[src/rtl/dmem_ctrl_pkg.sv]
// Shared types for the data-memory controller: copy FSM states and the
// default RAM geometry.
package dmem_ctrl_pkg;

  localparam int DM_ADDRESS_DEF = 9;
  localparam int DEPTH          = 2 ** DM_ADDRESS_DEF;

  typedef enum logic [1:0] {
    IDLE = 2'd0,
    RD   = 2'd1,
    WR   = 2'd2,
    DONE = 2'd3
  } copy_state_e;

endpackage

[src/rtl/dmem_copy_arbiter.sv]
// Data-memory port arbiter: copy engine > CPU load/store > external debug read.
// Block copies move one word per RD/WR pair with memmove ordering.
//
// state | meaning
// IDLE  | RAM port free for CPU and external reads
// RD    | copy engine reading source word src+idx
// WR    | copy engine writing that word to dst+idx
// DONE  | copy_done pulse (copy_err if the request was rejected)
module dmem_copy_arbiter
  import dmem_ctrl_pkg::*;
#(
  parameter int DM_ADDRESS = DM_ADDRESS_DEF,
  parameter int DATA_W     = 32
) (
  input  logic                  clk,
  input  logic                  rst_n,
  input  logic                  cpu_mem_read,
  input  logic                  cpu_mem_write,
  input  logic                  cpu_mem_copy,
  input  logic [DM_ADDRESS-1:0] cpu_addr,
  input  logic [DATA_W-1:0]     cpu_wdata,
  input  logic [31:0]           copy_src,
  input  logic [31:0]           copy_dst,
  input  logic [31:0]           copy_len,
  output logic [DATA_W-1:0]     cpu_rdata,
  output logic                  cpu_stall,
  input  logic                  ext_req,
  input  logic [DM_ADDRESS-1:0] ext_addr,
  output logic [DATA_W-1:0]     ext_rdata,
  output logic                  ext_valid,
  output logic [DM_ADDRESS-1:0] ram_addr,
  output logic                  ram_we,
  output logic [DATA_W-1:0]     ram_wdata,
  input  logic [DATA_W-1:0]     ram_rdata,
  output logic                  copy_busy,
  output logic                  copy_done,
  output logic                  copy_err
);

  localparam int          LW      = DM_ADDRESS + 1;
  localparam int          EW      = DM_ADDRESS + 2;
  localparam int unsigned N_WORDS = 2 ** DM_ADDRESS;
  localparam logic [DM_ADDRESS-1:0] IDX_ONE = 1;
  localparam logic [LW-1:0]         LEN_ONE = 1;

  copy_state_e           state_q, state_d;
  logic [DM_ADDRESS-1:0] src_q, src_d;
  logic [DM_ADDRESS-1:0] dst_q, dst_d;
  logic [DM_ADDRESS-1:0] idx_q, idx_d;
  logic [LW-1:0]         len_q, len_d;
  logic                  desc_q, desc_d;
  logic                  err_q, err_d;

  logic                  load_q, ext_pend_q;
  logic [DATA_W-1:0]     ext_hold_q;
  logic                  load_gnt, ext_gnt;

  logic [DM_ADDRESS-1:0] req_src, req_dst;
  logic [EW-1:0]         req_end;
  logic                  len_zero, len_big, req_desc;
  logic                  copy_start, last_word;
  logic                  unused_hi;

  assign req_src  = copy_src[DM_ADDRESS-1:0];
  assign req_dst  = copy_dst[DM_ADDRESS-1:0];
  assign len_zero = (copy_len == 32'd0);
  assign len_big  = (copy_len > 32'(N_WORDS));
  // Overlap test is done on unwrapped addresses, so the end may exceed DEPTH.
  assign req_end  = EW'(req_src) + EW'(copy_len[LW-1:0]);
  assign req_desc = (req_dst > req_src) && (EW'(req_dst) < req_end);
  assign unused_hi = ^{copy_src[31:DM_ADDRESS], copy_dst[31:DM_ADDRESS]};

  assign copy_start = (state_q == IDLE) && cpu_mem_copy;
  assign last_word  = desc_q ? (idx_q == '0) : ({1'b0, idx_q} == (len_q - LEN_ONE));

  always_comb begin
    state_d = state_q;
    src_d   = src_q;
    dst_d   = dst_q;
    idx_d   = idx_q;
    len_d   = len_q;
    desc_d  = desc_q;
    err_d   = err_q;
    case (state_q)
      IDLE: begin
        if (cpu_mem_copy) begin
          if (len_zero || len_big) begin
            state_d = DONE;
            err_d   = len_big;
          end else begin
            state_d = RD;
            src_d   = req_src;
            dst_d   = req_dst;
            len_d   = copy_len[LW-1:0];
            desc_d  = req_desc;
            idx_d   = req_desc ? (copy_len[DM_ADDRESS-1:0] - IDX_ONE) : '0;
            err_d   = 1'b0;
          end
        end
      end
      RD: state_d = WR;
      WR: begin
        if (last_word) begin
          state_d = DONE;
        end else begin
          state_d = RD;
          idx_d   = desc_q ? (idx_q - IDX_ONE) : (idx_q + IDX_ONE);
        end
      end
      DONE: begin
        state_d = IDLE;
        err_d   = 1'b0;
      end
      default: state_d = IDLE;
    endcase
  end

  always_ff @(posedge clk or negedge rst_n) begin
    if (!rst_n) begin
      state_q <= IDLE;
      src_q   <= '0;
      dst_q   <= '0;
      idx_q   <= '0;
      len_q   <= '0;
      desc_q  <= 1'b0;
      err_q   <= 1'b0;
    end else begin
      state_q <= state_d;
      src_q   <= src_d;
      dst_q   <= dst_d;
      idx_q   <= idx_d;
      len_q   <= len_d;
      desc_q  <= desc_d;
      err_q   <= err_d;
    end
  end

  // A copy request cycle blocks the port too: the load/store is dropped and
  // an external read must not slip in ahead of the copy.
  always_comb begin
    ram_addr  = '0;
    ram_we    = 1'b0;
    ram_wdata = '0;
    load_gnt  = 1'b0;
    ext_gnt   = 1'b0;
    if (state_q == RD) begin
      ram_addr = src_q + idx_q;
    end else if (state_q == WR) begin
      ram_addr  = dst_q + idx_q;
      ram_we    = 1'b1;
      ram_wdata = ram_rdata;
    end else if (!copy_start) begin
      if (cpu_mem_write) begin
        ram_addr  = cpu_addr;
        ram_we    = 1'b1;
        ram_wdata = cpu_wdata;
      end else if (cpu_mem_read) begin
        ram_addr = cpu_addr;
        load_gnt = 1'b1;
      end else if (ext_req && !ext_pend_q) begin
        ram_addr = ext_addr;
        ext_gnt  = 1'b1;
      end
    end
  end

  always_ff @(posedge clk or negedge rst_n) begin
    if (!rst_n) begin
      load_q     <= 1'b0;
      ext_pend_q <= 1'b0;
      ext_hold_q <= '0;
    end else begin
      load_q     <= load_gnt;
      ext_pend_q <= ext_gnt;
      if (ext_pend_q) ext_hold_q <= ram_rdata;
    end
  end

  // CPU accesses only lose the port to RD/WR or a same-cycle copy request,
  // all of which already stall.
  assign cpu_stall = copy_start || (state_q == RD) || (state_q == WR);
  assign cpu_rdata = load_q ? ram_rdata : '0;
  assign ext_valid = ext_pend_q;
  assign ext_rdata = ext_pend_q ? ram_rdata : ext_hold_q;
  assign copy_busy = (state_q != IDLE);
  assign copy_done = (state_q == DONE);
  assign copy_err  = (state_q == DONE) && err_q;

endmodule

[config.mk]
export PLATFORM = sky130hd
export DESIGN_NAME = dmem_copy_arbiter
export DESIGN_NICKNAME = d
export VERILOG_FILES = /design/src/rtl/dmem_ctrl_pkg.sv /design/src/rtl/dmem_copy_arbiter.sv
export SDC_FILE = /design/constraint.sdc
export NUM_CORES = 1
export LEC_CHECK = 0
export ABC_CLOCK_PERIOD_IN_PS = 4530
export BUFFER_PORTS_ARGS = -buffer_cell sky130_fd_sc_hd__buf_2
export CORE_AREA = 2 2 115 117
export CTS_CLUSTER_DIAMETER = 150
export CTS_CLUSTER_SIZE = 28
export DETAILED_ROUTE_END_ITERATION = 7
export DIE_AREA = 0 0 117 119
export PLACE_DENSITY = 0.82
export SLEW_MARGIN = 0
export SYNTH_ARGS = -nofsm -noshare
export SYNTH_HDL_FRONTEND = slang
export SYNTH_SLANG_ARGS = --single-unit
[constraint.sdc]
create_clock -name clk -period 4.53 [get_ports clk]
set_input_delay 0.453 -clock clk [delete_from_list [all_inputs] [get_ports clk]]
set_output_delay 0.453 -clock clk [all_outputs]
set_load 0.02 [all_outputs]
Word-level counts from Yosys, hierarchy flattened
Cells that the tools add are included.
- output and inout bits: 111
- bits in registers: 75
- bits of input ports: 184
- word-level logic and storage cells: 86
- muxes and demuxes: 41
- equality and inequality tests: 7
- magnitude comparators: 3
- add/subtract/negate cells: 7
- bitwise operators: 1
- reduce and logical (&&, ||, !) cells: 17
- operator list (kind ; count):
    32-bit 2-to-1 mux ; 6
    9-bit 2-to-1 mux ; 11
    32-bit by 10-bit > comparator with 1-bit output (second input constant) ; 1
    32-bit logical NOT ; 1
    9-bit adder ; 2
    1-bit 2-to-1 mux ; 18
    9-bit one-hot mux with 2 select lines ; 1
    9-bit by 1-bit subtractor with 9-bit output (second input constant) ; 2
    9-bit by 10-bit adder with 11-bit output ; 1
    9-bit by 11-bit < comparator with 1-bit output ; 1
    9-bit by 10-bit == test with 1-bit output ; 1
    10-bit by 1-bit subtractor with 10-bit output (second input constant) ; 1
    9-bit by 1-bit adder with 9-bit output (second input constant) ; 1
    9-bit > comparator ; 1
    9-bit logical NOT ; 1
    2-bit one-hot mux with 4 select lines ; 1
    2-bit 2-to-1 mux ; 3
    2-bit inequality test (second input constant) ; 3
    2-bit nonzero test ; 3
    2-bit == test (second input constant) ; 2
    1-bit logical AND ; 4
    4-bit AND reduction ; 1
    1-bit logical OR ; 3
    3-bit AND reduction ; 1
    other kinds (6) ; 6

Longest topological paths before layout
- depth in word-level cells: 8
- gate-level depth with buffers: 14
- depth with buffers taken out: 14

Worst setup path after synthesis
OpenSTA, ideal clock, no wires.
- kind: in2reg
- from: in copy_src[0]
- to: reg idx_q[2]
- slack: 1364 ps
- required time: 4405 ps
- buffers on the path: 0
- library setup time: 125 ps
- cell stages on the path: 14
- arrival time: 3041 ps
- cells stage by stage: ha_1 > fa_1 > a211oi_1 > o21bai_1 > a21oi_1 > o21bai_1 > a21oi_1 > xor2_1 > ha_1 > a21o_1 > a31oi_1 > o211ai_2 > o22ai_1 > mux2_4
- word-level cells in the longest chain between the ends: 7
- elaborated cells on any way between the ends: 8
- classes of those cells: 1 x add/sub; 2 x order compare; 4 x mux; 1 x reduce/logical
- RTL lines (element ; RTL line ; source):
    start: declaration ; dmem_copy_arbiter.sv:22 ; input logic [31:0] copy_src,
    9-bit by 10-bit adder with 11-bit output ; dmem_copy_arbiter.sv:69 ; assign req_end = EW'(req_src) + EW'(copy_len[LW-1:0]);
    9-bit by 11-bit < comparator with 1-bit output ; dmem_copy_arbiter.sv:70 ; assign req_desc = (req_dst > req_src) && (EW'(req_dst) < req_end);
    1-bit logical AND (*) ; dmem_copy_arbiter.sv:70 ;
    9-bit 2-to-1 mux (*) ; dmem_copy_arbiter.sv:96 ; idx_d = req_desc ? (copy_len[DM_ADDRESS-1:0] - IDX_ONE) : '0;
    9-bit 2-to-1 mux (*) ; dmem_copy_arbiter.sv:87 ; if (len_zero || len_big) begin
    9-bit 2-to-1 mux (*) ; dmem_copy_arbiter.sv:86 ; if (cpu_mem_copy) begin
    9-bit one-hot mux with 2 select lines (*) ; dmem_copy_arbiter.sv:84 ; case (state_q)
    end signal: assignment ; dmem_copy_arbiter.sv:131 ; idx_q <= idx_d;
    end: declaration ; dmem_copy_arbiter.sv:49 ; logic [DM_ADDRESS-1:0] idx_q, idx_d;
Every way passes the cells marked *; elsewhere a longest branch is shown, timed or not. The select of a mux whose other input is x is not followed.
A chain may end at the register's enable or synchronous reset.

Final worst setup path
- from: reg idx_q[1]
- to: out ram_addr[6]
- word-level cells in the longest chain between the ends: 3
- elaborated cells on any way between the ends: 4
- classes of those cells: 2 x add/sub; 2 x mux
- RTL lines (element ; RTL line ; source):
    9-bit adder ; dmem_copy_arbiter.sv:149 ; ram_addr = dst_q + idx_q;
    9-bit 2-to-1 mux ; dmem_copy_arbiter.sv:148 ; end else if (state_q == WR) begin
    9-bit 2-to-1 mux (*) ; dmem_copy_arbiter.sv:146 ; if (state_q == RD) begin
    end: declaration ; dmem_copy_arbiter.sv:31 ; output logic [DM_ADDRESS-1:0] ram_addr,
Every way passes the cells marked *; elsewhere a longest branch is shown, timed or not.

==> flow_summary.ini <==
[logic_synthesis]
ys_warn_count = 0
synth-edff-count = 0
syn_nets = 862
synthFlopType = dfrtp_1
synth-seq-area-share_pct = 31.2
postSynthCellCount = 623
async_flop_share_pct = 100
syn_avg_cell_area_sq_um = 9.65
synth_top_area_share_pct = 31.2
synth_cell_types = 62
synth_area_leaders = dfrtp_1, ha_1, mux2_2
synth_area_sq_um = 6010
synth_area_leader_cell = dfrtp_1
ys_ff_latch = 75

[clocking]
cts.htree.levels = 3
cts_hold_buf = 0
cts_made_buffers = 9
cts_buffer_depth = 2
post-cts-setup-buffers = 0
cts_tree = built
worstSkewPairLatency_ns = 0.34
cts_resized = 0
clk_pin_slew_ns = 0.06
root_buffer = clkbuf_16
cts.sinks = 75

[grt]
first_global_vias = 5617
grt_use_total_pct = 25.9
antenna_found_initial = 0
grt_start_max_net_pins = 76
grt-ovfl-total = 0
grt_pass1_wl_mm = 28.1

[hold_path]
hold_class = in -> async

[sta]
finalSetupTns_ns = 0
worst_pin_slew_ns = 0.977
setup_viol = 0
finalHoldViolCount = 0
hold_ws_ns = 0.277
max_slew_margin_pct = 34.8
finalMaxSlewViolations = 0
fmax_mhz = 286
fin_crit_sh_pct = 77.1
rsz0062_at_grt = no
post-route-min-period_ns = 3.49
finalClockSkew_ns = 0.00722
worst_slack_ns = 1.04

[die]
dieArea_sq_um = 13900
dieWidth_um = 117
core-area_sq_um = 12900
io_pins = 295
initial_utilization_pct = 46.7
rows = 42
die_h_um = 119

[run]
max-cap-violations = 0

[setup_path]
start_kind = register
r2r_cells = 8
cp.required_ns = 4.08
r2r_slack_ns = 1.72
crit_type = reg -> out
critPathCaptureType = output port
timing.rr.end = idx_q[5]
timing.rr.start = len_q[0]
crit_fanout = 7
arrival_ns = 3.04

[placed_design]
io_buffers = 248
dp_hpwl_mm = 14.4
place.gp.congestion = 0.861
post-place-ws_ns = 0.854
place_area_sq_um = 7390

[route]
drc = 0
first_iter_violations = 393
drtPass1Iterations = 5
postRouteAntennaNets = 0
viasPerCell = 5.64
drt-total-wl_mm = 18.3
avgRoutedWirePerCell_um = 17.6
vias = 5861

[final_layout]
num-nets-final = 1098
diodes = 0
drive_gt1_share_pct = 39.4
final_cell_area_sq_um = 7710
syn_to_final_growth_pct = 28.3

[power]
powerDensity_nw_per_um2 = 541
pwr-share-comb_pct = 56.3
p_int_mw = 2.33
peakVddDrop_mv = 0.228
seqPwrFrac_pct = 24.9
swShare_pct = 44.3
p_switching_mw = 1.85
clockPowerShare_pct = 18.8
p_leak_nw = 3.95
power_mw = 4.17

[status]
status = complete, no violations
## cell families after synthesis
group / after synthesis / share of synthesized area [%]
AOI/OAI and AO/OA: 165 / 19.0
xor gates and xnor gates: 46 / 6.70
adders and majority gates: 55 / 11.9
buffers and inverters: 61 / 4.33
DFF: 75 / 31.2
muxes: 62 / 11.8
and+or+nand+nor: 159 / 15.0
## flip-flops by register name, summed over array words and instances (netlist names)
| signal | flops |
|---|---|
| len_q | 10 |
| ext_valid | 1 |
| err_q | 1 |
| ext_hold_q | 32 |
| state_q | 2 |
| idx_q | 9 |
| load_q | 1 |
| src_q | 9 |
| desc_q | 1 |
| dst_q | 9 |
## cell usage after synthesis, types with 3 or more instances
cell type / n
buf_6: 3
a21oi_1: 31
o21ai_0: 33
nand3_1: 14
a21boi_0: 3
nand2b_1: 6
nand2_1: 20
a22o_1: 32
mux2_4: 4
ha_1: 51
nor4_1: 9
xor2_1: 20
mux2_2: 56
a211oi_1: 3
o21bai_1: 6
nand3b_1: 3
o211ai_1: 3
a21o_1: 8
o22ai_1: 8
a22oi_1: 12
inv_1: 34
clkbuf_1: 21
xnor2_1: 26
dfrtp_1: 75
nor3_1: 11
and2_1: 34
or3_1: 5
or2_2: 3
nand4_1: 6
nor2b_1: 15
and3_1: 3
a31oi_1: 3
nor2_1: 22
fa_1: 4
## cells in the final DEF, fill, tap and decap left out, types with 6 or more instances in the layout
| cell type | count |
|---|---|
| clkbuf_16 | 9 |
| o21bai_1 | 6 |
| nor4_1 | 9 |
| nand3_1 | 14 |
| and2_1 | 34 |
| nand2_1 | 20 |
| o21ai_0 | 33 |
| a22o_1 | 32 |
| xnor2_1 | 26 |
| mux2_2 | 56 |
| ha_1 | 51 |
| nor2_1 | 22 |
| xor2_1 | 20 |
| dfrtp_1 | 75 |
| nor3_1 | 11 |
| a21oi_1 | 31 |
| o22ai_1 | 8 |
| a22oi_1 | 12 |
| inv_1 | 34 |
| buf_2 | 247 |
| nor2b_1 | 13 |
| nand4_1 | 6 |
| nand2b_1 | 6 |
| a21o_1 | 8 |
## through the flow
stage          util, %  instances
6_report          59.9       1040
2_1_floorplan        -        623
5_1_grt           59.9       1040
4_1_cts           59.9       1040
3_3_place_gp      57.4       1024
3_5_place_dp      57.4       1024
## worst max-delay path, stage by stage (launching register included)
cell and delay [ns]:
dfrtp_1 0.54, inv_1 0.23, fa_1 0.48, nor2b_1 0.14, o21ai_0 0.11, a21boi_0 0.27, o21ai_0 0.16, nor2b_1 0.17
xnor2_1 0.14, a22oi_1 0.16, o21ai_0 0.11, buf_2 0.20
## layout make-up
cell class	instances	area (sq um)
clock inverter	4	72.6
timing repair buffer	252	1270
fill	1128	5160
multi-input combinational	487	3890
sequential	75	1880
clock buffer	12	256
tap	176	220
inverter	34	128
## routing by layer
layer / track usage [%] / vias to the layer above / share of wire, %
li1: - / 2757 / -
met1: 32.4 / 2780 / 41
met5: 0 / - / 0
met4: 11.0 / 0 / 3.5
met2: 43.3 / 281 / 47
met3: 4.99 / 43 / 8.2
## power groups by stage
stage               combinational (mW)  sequential (mW)  clock [mW]
detailed placement                2.33             1.05           0
global route                      2.54             1.07       0.832
CTS                               2.35             1.04       0.802
global placement                  2.30             1.04           0
finish                            2.35             1.04       0.785
floorplan                         1.70            0.940           0
## worst max-delay path by stage
stage / slack, ns / end / cells past startpoint / start
floorplan: 1.36 / idx_q[2] / 14 / copy_src[0]
global placement: 0.92 / idx_q[3] / 15 / copy_len[0]
detailed placement: 0.85 / idx_q[6] / 15 / copy_len[0]
CTS: 1.08 / ram_addr[8] / 10 / idx_q[1]
global route: 0.87 / idx_q[2] / 15 / copy_len[0]
finish: 1.04 / ram_addr[6] / 11 / idx_q[1]
(Power assumes the default switching activity.)
